==> src/rtl/seq_det_scheduler.sv <==
// seq_det_scheduler: one "11000" Mealy detector time-shared round-robin across NCH serial channels.
// Latency: bit accepted at edge N updates its context at N; det_valid/det_ch visible during cycle N+1.
// Backpressure: ch_ready is a combinational one-hot grant; det outputs are not flow-controlled.
// Optional per-channel detection counters: define SEQ_DET_PERCH_CNT_EN (otherwise det_cnt is tied to 0).
module seq_det_scheduler #(
  parameter int NCH   = 4,
  parameter int CW    = $clog2(NCH),
  parameter int CNT_W = 16
) (
  input  logic               clk,
  input  logic               rst,
  input  logic               en,
  input  logic [NCH-1:0]     ch_valid,
  input  logic [NCH-1:0]     ch_bit,
  output logic [NCH-1:0]     ch_ready,
  input  logic [NCH-1:0]     flush,
  output logic               det_valid,
  output logic [CW-1:0]      det_ch,
  output logic [CNT_W-1:0]   det_total,
  output logic [NCH*8-1:0]   det_cnt
);

  // Saved detector contexts: progress through "11000"
  localparam logic [2:0] S0 = 3'b000;  // idle
  localparam logic [2:0] S1 = 3'b001;  // "1"
  localparam logic [2:0] S2 = 3'b010;  // "11"
  localparam logic [2:0] S3 = 3'b011;  // "110"
  localparam logic [2:0] S4 = 3'b100;  // "1100"

  logic [2:0]     ctx [NCH];
  logic [CW-1:0]  rr_ptr;
  logic [NCH-1:0] elig;
  logic           gnt_any;
  logic [CW-1:0]  gnt_idx;
  logic [2:0]     cur_ctx;
  logic [2:0]     nxt_ctx;
  logic           cur_bit;
  logic           hit;

  // A flushed channel is never granted, so flush and advance never collide on one context.
  assign elig = ch_valid & ~flush & {NCH{en}};

  // Round-robin search for the first eligible channel starting at rr_ptr, wrapping at NCH-1.
  always_comb begin
    int idx;
    logic [CW-1:0] cidx;
    gnt_any = 1'b0;
    gnt_idx = '0;
    idx     = 0;
    cidx    = '0;
    for (int k = 0; k < NCH; k++) begin
      idx = int'(rr_ptr) + k;
      if (idx >= NCH) idx = idx - NCH;
      cidx = idx[CW-1:0];
      if (!gnt_any && elig[cidx]) begin
        gnt_any = 1'b1;
        gnt_idx = cidx;
      end
    end
  end

  // One-hot grant decode.
  always_comb begin
    ch_ready = '0;
    if (gnt_any) ch_ready[gnt_idx] = 1'b1;
  end

  assign cur_ctx = ctx[gnt_idx];
  assign cur_bit = ch_bit[gnt_idx];

  // Shared engine: advance the granted context by one bit; illegal codes behave as idle.
  always_comb begin
    nxt_ctx = S0;
    hit     = 1'b0;
    case (cur_ctx)
      S1: nxt_ctx = cur_bit ? S2 : S0;
      S2: nxt_ctx = cur_bit ? S2 : S3;
      S3: nxt_ctx = cur_bit ? S1 : S4;
      S4: begin
        nxt_ctx = cur_bit ? S1 : S0;
        hit     = gnt_any & ~cur_bit;
      end
      default: nxt_ctx = cur_bit ? S1 : S0;
    endcase
  end

  // Context write-back: flush clears, otherwise only the granted channel moves.
  always_ff @(posedge clk or negedge rst) begin
    if (!rst) begin
      for (int i = 0; i < NCH; i++) ctx[i] <= S0;
    end else begin
      for (int i = 0; i < NCH; i++) begin
        if (flush[i])                           ctx[i] <= S0;
        else if (gnt_any && gnt_idx == CW'(i))  ctx[i] <= nxt_ctx;
      end
    end
  end

  // Pointer moves just past the last granted channel; held when nothing is granted.
  always_ff @(posedge clk or negedge rst) begin
    if (!rst)         rr_ptr <= '0;
    else if (gnt_any) rr_ptr <= (gnt_idx == CW'(NCH-1)) ? '0 : gnt_idx + 1'b1;
  end

  // Detection reporting: one-cycle pulse, sticky channel index, saturating total.
  always_ff @(posedge clk or negedge rst) begin
    if (!rst) begin
      det_valid <= 1'b0;
      det_ch    <= '0;
      det_total <= '0;
    end else begin
      det_valid <= hit;
      if (hit) det_ch <= gnt_idx;
      if (hit && det_total != {CNT_W{1'b1}}) det_total <= det_total + 1'b1;
    end
  end

`ifdef SEQ_DET_PERCH_CNT_EN
  logic [7:0] cnt [NCH];

  // Per-channel saturating detection counters, cleared by flush of that channel.
  always_ff @(posedge clk or negedge rst) begin
    if (!rst) begin
      for (int i = 0; i < NCH; i++) cnt[i] <= '0;
    end else begin
      for (int i = 0; i < NCH; i++) begin
        if (flush[i])
          cnt[i] <= '0;
        else if (hit && gnt_idx == CW'(i) && cnt[i] != 8'hFF)
          cnt[i] <= cnt[i] + 8'd1;
      end
    end
  end

  // Pack counters, channel 0 in the LSBs.
  always_comb begin
    det_cnt = '0;
    for (int i = 0; i < NCH; i++) det_cnt[8*i +: 8] = cnt[i];
  end
`else
  assign det_cnt = '0;
`endif

endmodule

==> config.mk <==
export PLATFORM = sky130hd
export DESIGN_NAME = seq_det_scheduler
export DESIGN_NICKNAME = d
export VERILOG_FILES = /design/src/rtl/seq_det_scheduler.sv
export SDC_FILE = /design/constraint.sdc
export NUM_CORES = 1
export LEC_CHECK = 0
export ABC_AREA = 1
export CAP_MARGIN = 5
export CORE_MARGIN = 3
export CORE_UTILIZATION = 45
export DETAILED_ROUTE_END_ITERATION = 16
export PLACE_DENSITY = 0.75
export SETUP_SLACK_MARGIN = 0.15
export SLEW_MARGIN = 20
export SYNTH_ARGS = -nofsm -noshare
export SYNTH_HDL_FRONTEND = slang
export SYNTH_SLANG_ARGS = --single-unit
==> constraint.sdc <==
create_clock -name clk -period 3.2 [get_ports clk]
set_input_delay 0.32 -clock clk [delete_from_list [all_inputs] [get_ports clk]]
set_output_delay 0.32 -clock clk [all_outputs]
set_load 0.005 [all_outputs]
* Yosys cells after proc, flatten, opt, wreduce, memory -nomap -nowiden
Cells that the tools add are included.
** Word-level totals
- Register bits :: 33
- Output and inout bits :: 55
** Operators by class
- Reductions and logical operators :: 17
- Add/sub/neg operators :: 9
- Bitwise logic cells :: 6
- Multiplexer cells :: 43
- Order comparisons :: 11
- Equality and inequality tests :: 8
** Operators by type and width (number)
- 3-bit two-way mux :: 11
- 2-bit two-way mux :: 10
- 16-bit by 1-bit adder with 16-bit output, second input constant :: 1
- 16-bit != test, second input constant :: 1
- 2-bit by 3-bit less-than comparator with 1-bit output, second input constant :: 5
- 1-bit two-way mux :: 13
- 3-bit greater-or-equal comparator, second input constant :: 4
- 1-bit binary-select mux with 2-bit select :: 5
- 1-bit logical AND :: 9
- 3-bit one-hot mux with 3 select lines :: 1
- 4-bit bitwise AND :: 2
- 2-bit nonzero test :: 4
- 2-bit by 1-bit subtractor with 2-bit output, second input constant :: 4
- 2-bit by 2-bit adder with 3-bit output, second input constant :: 2
- 3-bit binary-select mux with 2-bit select :: 1
- 3-bit by 2-bit equality test with 1-bit output, second input constant :: 2
- 2-bit equality test, second input constant :: 2
- 4-bit two-way mux :: 1
- 4-bit NOT :: 1
- 2-bit by 1-bit adder with 3-bit output, second input constant :: 1
- 3-bit by 1-bit equality test with 1-bit output, second input constant :: 1
- 3-bit equality test, second input constant :: 1
- 2-bit by 3-bit greater-or-equal comparator with 1-bit output, second input constant :: 1
- 1-bit zero test :: 3
- 8 further kinds :: 8

* Depth between registers and ports, before layout
- Depth after elaboration :: 23
- Mapped depth :: 21

* Least setup slack after synthesis
OpenSTA, ideal clock, no wires.
- Kind :: flip-flop to flip-flop
- Start :: reg rr_ptr[0]
- End :: reg det_total[0]
- Clock period less this slack :: 2.213 ns
- Path slack :: 0.987 ns
- Cell stages (with the launch flop) :: 20
- Data arrival time :: 2.094 ns
- Cells stage by stage :: dfrtp_1 inv_2 buf_6 nand2_1 nand2_2 nand3_1 nand2_1 nand4_1 nand2_2 nand2_2 buf_6 nand2_2 nand2_1 nand2_1 nand3_2 nor2_8 nand3_4 buf_6 nand2_1 nand2_1
** On the way
- Word-level cells in the longest chain between the ends :: 21
** RTL lines
- start: declaration :: RTL line 31 : logic [CW-1:0] rr_ptr;
- start signal: assignment :: RTL line 102 : else if (gnt_any) rr_ptr <= (gnt_idx == CW'(NCH-1)) ? '0 : gnt_idx + 1'b1;
- branches (longest 19 deep; another with 2-bit by 1-bit adder with 3-bit output)
- 1-bit two-way mux (*) :: RTL line 75 : case (cur_ctx)
- 1-bit logical AND (*) :: RTL line 114 : if (hit && det_total != {CNT_W{1'b1}}) det_total <= det_total + 1'b1;
- end signal: assignment :: RTL line 114
- end: declaration :: RTL line 19 : output logic [CNT_W-1:0] det_total,
Mark *: on every way between the ends. The select of a mux whose other input is x is not followed.
A chain may end at the register's enable or synchronous reset.

* Worst setup path after layout
- Start :: reg rr_ptr[0]
- End :: out ch_ready[3]
** On the way
- Word-level cells in the longest chain between the ends :: 19
** RTL lines
- branches (longest 13 deep; another with 2-bit by 1-bit adder with 3-bit output)
- 2-bit two-way mux (*) :: RTL line 55 : if (!gnt_any && elig[cidx]) begin
- named net gnt_idx[0] :: RTL line 34 : logic [CW-1:0] gnt_idx;
- 2-bit by 3-bit less-than comparator with 1-bit output (not written as such) / 2-bit by 1-bit greater-or-equal comparator with 1-bit output (equally long branches) :: RTL line 65 : if (gnt_any) ch_ready[gnt_idx] = 1'b1;
- 1-bit logical AND (not written as such) :: RTL line 65
- 1-bit two-way mux (not written as such) :: RTL line 65
- 1-bit demux with 2-bit select (*) :: RTL line 65
- 4-bit two-way mux (*) :: RTL line 65
- end: declaration :: RTL line 15 : output logic [NCH-1:0] ch_ready,
Mark *: on every way through the listed nets, which the timed path passes. The select of a mux whose other input is x is not followed.

==> metrics.csv <==
metric;value;unit
HPWL after DPL;4.58;mm
register share of total power;15.2;%
Residual DRC;0;
hold bufs inserted after CTS;0;
final cycle utilization of the critical path;90.9;%
hold path cells;4;
Synth-to-Final Area Change;20.7;%
delay-heaviest family, CP;simple AND/OR/NAND/NOR gates;
initial antenna violation count;0;
layout cells sized above 1;12.5;%
CTS Buf Count;5;
vias in the first global route;2237;
Worst-path clk slew;70;ps
Placed Instances;486;
Buf/Inv on CP;4;
Clock Sinks;33;
initial DRC count;99;
final instance count without filler cells;504;
skew final;11.0;ps
hold_ws;433;ps
Levels on crit path;13;
R2R cell count;18;
Multi-input gate area;1490;um^2
vias per cell;4.98;
Hold Path Class;input pin to flip-flop;
n_diodes;0;
Worst Setup Path Type;flip-flop to output port;
Routed WL;6.33;mm
cell seen most often among critical-path stages;nand2_1;
register area share after synthesis;31.4;%
worst r2r src;rr_ptr[0];
worst-path fanout max;11;
Slew Limit Fails;0;
Post-Syn Area;2630;um^2
die height;82.4;um
largest net degree at the start of global routing;34;
Leak;0.00169;uW
number of synthesized register bits;33;
placed cell areas;2960;um^2
final net count;451;
DR WL/cell;12.6;um
crit path launch;rr_ptr[0];
Ys Warns;0;
setup_tns;0;ps
Comb power frac;74.1;%
Crit-path slowest cell;clkdlybuf4s50_1;
via count;2510;
synthesized instance count;377;
Starting Density;47.1;%
H-tree depth;2;
global-route wire length before repair;10.0;mm
Hold Path Origin;flush[3];
worst path cell trace;inv_4 > nand2_1 > nand2_2 > nand3_1 > nand2_1 > nand4_1 > nand2_2 > nand2_4 > inv_1 > ha_1 > nand2_1 > inv_1 > clkdlybuf4s50_1;
unrepaired setup endpoints after global routing;false;
clock latency on the worst-skew pair;290;ps
final worst path period need;2910;ps
storage element area;828;um^2
Startpoint Class;flip-flop;
# rows;27;
design area;3170;um^2
GRT overflow;0;
CTS tree;yes;
setup slack, reg-to-reg;630;ps
Psw;2010;uW
switching part of the total;53.7;%
Distinct cells, synth;26;
Clock power frac;10.7;%
Fillers;527;
Avg Inst Size Synth;6.97;um^2
Core Box Area;5570;um^2
highest clock rate;0.344;GHz
status;completed;
Antenna Nets Post-Route;0;
Die Width;82.4;um
IO Port Bufs;37;
maximum VDD drop;0.655;mV
Initial DRT Pass Iterations;4;
deepest clock path buffer count;2;
io pins;70;
Worst Path Required;2880;ps
Total GRT Usage;18.7;%
Slowest Stage Delay on Critical Path;490;ps
MaxCap Viol Count;0;
Critical Path Sink Type;output port;
RD Place Congestion;0.932;
Power Density;1180;nW/um^2
Root Driver;clkbuf_8;
Final Hold Fails;0;
Internal Power;1730;uW
Worst EP arrival;2590;ps
Final setup viols;0;
die area;6790;um^2
## metrics by stage
stage	util, %	total power (uW)	setup WS (ps)
after global placement	53.1	3030	55.0
after global routing	56.9	4070	126
after floorplan	-	2390	987
final	56.9	3740	290
after CTS	55.5	3520	159
after detailed placement	53.1	3090	19.6
## power groups by stage
| stage | combinational [uW] | sequential [uW] | clock [uW] |
|---|---|---|---|
| 6_report | 2780 | 568 | 400 |
| 5_1_grt | 3060 | 578 | 430 |
| 4_1_cts | 2540 | 571 | 405 |
| 3_5_place_dp | 2490 | 591 | 0 |
| 3_3_place_gp | 2440 | 591 | 0 |
| 2_1_floorplan | 1830 | 561 | 0 |
## per-layer routing
layer  up-vias  track usage (%)  part of all wire [%]
met5         -                0                     0
met4         0             3.82                  0.93
met3         9             3.47                   5.7
met2        88             31.9                    48
met1      1153             24.7                    45
li1       1260                -                     -
## cells in the mapped netlist
cell,instances,share of area [%]
nand2_4,1,0.43
nand3b_1,3,0.86
nand3_4,1,0.67
nor2_2,1,0.24
buf_4,35,10
nand3_1,37,7.0
nor3_1,6,1.1
nand4_1,24,5.7
nand2_2,10,2.4
a21oi_2,1,0.33
inv_1,30,4.3
clkbuf_1,1,0.14
nand2_1,130,19
xnor2_1,3,1.0
buf_6,4,1.7
inv_4,1,0.24
conb_1,1,0.14
ha_1,5,2.4
clkinv_1,1,0.14
xor2_1,11,3.7
nand3_2,4,1.5
inv_2,3,0.43
dfrtp_1,33,31
nor2_1,20,2.9
o21ai_0,10,1.9
nor2_8,1,0.76
## final timing paths
| kind | end |
|---|---|
| worst max-delay path | ch_ready[3] |
| worst min-delay path | ctx[0] |
| worst max register to register | det_total[14] |
| worst min register to register | ctx[3] |
| max in group asynchronous | rr_ptr[1] |
| min in group asynchronous | ctx[4] |
## cell type report
type	count	area share (%)
clock inverter	3	1.46
sequential	33	26.1
tap	72	2.84
multi-input combinational	300	46.8
inverter	35	4.38
timing repair buffer	56	16.2
clock buffer	5	2.17
## worst min-delay path, stage by stage
cell and delay [ps]:
dlymetal6s2s_1 160, nor2_1 110, nand2_1 60, nand2_1 40
## what timing repair did
item	in CTS	in global routing
gates resized for setup	4	10
setup endpoints to repair	4	4
pin swaps	0	2
setup buffers	2	8
cloned	0	0
## cell families after synthesis
kind of cell | count (synthesis) | synth area share, %
AND/OR/NAND/NOR | 238 | 42.2
flip-flops | 33 | 31.4
XOR/XNOR | 14 | 4.67
adder cells (fa/ha/maj) | 5 | 2.38
AO/OA/AOI/OAI | 11 | 2.24
buffers and inverters | 75 | 17.0
other | 1 | 0.143
## registers in the layout (all words and copies together) (netlist names)
signal	flops
det_ch	2
ctx	12
det_total	16
rr_ptr	2
det_valid	1
## cell usage in the layout, fill, tap and decap left out, types with 10 or more instances in the layout
cell and instances:
o21ai_0 10, nand3_1 37, xor2_1 11, conb_1 32, dfrtp_1 31, clkdlybuf4s50_1 32
inv_1 30, buf_4 19, nand2_1 129, nor2_1 20, nand4_1 24
No activity file was read; power rests on OpenSTA's default activity.
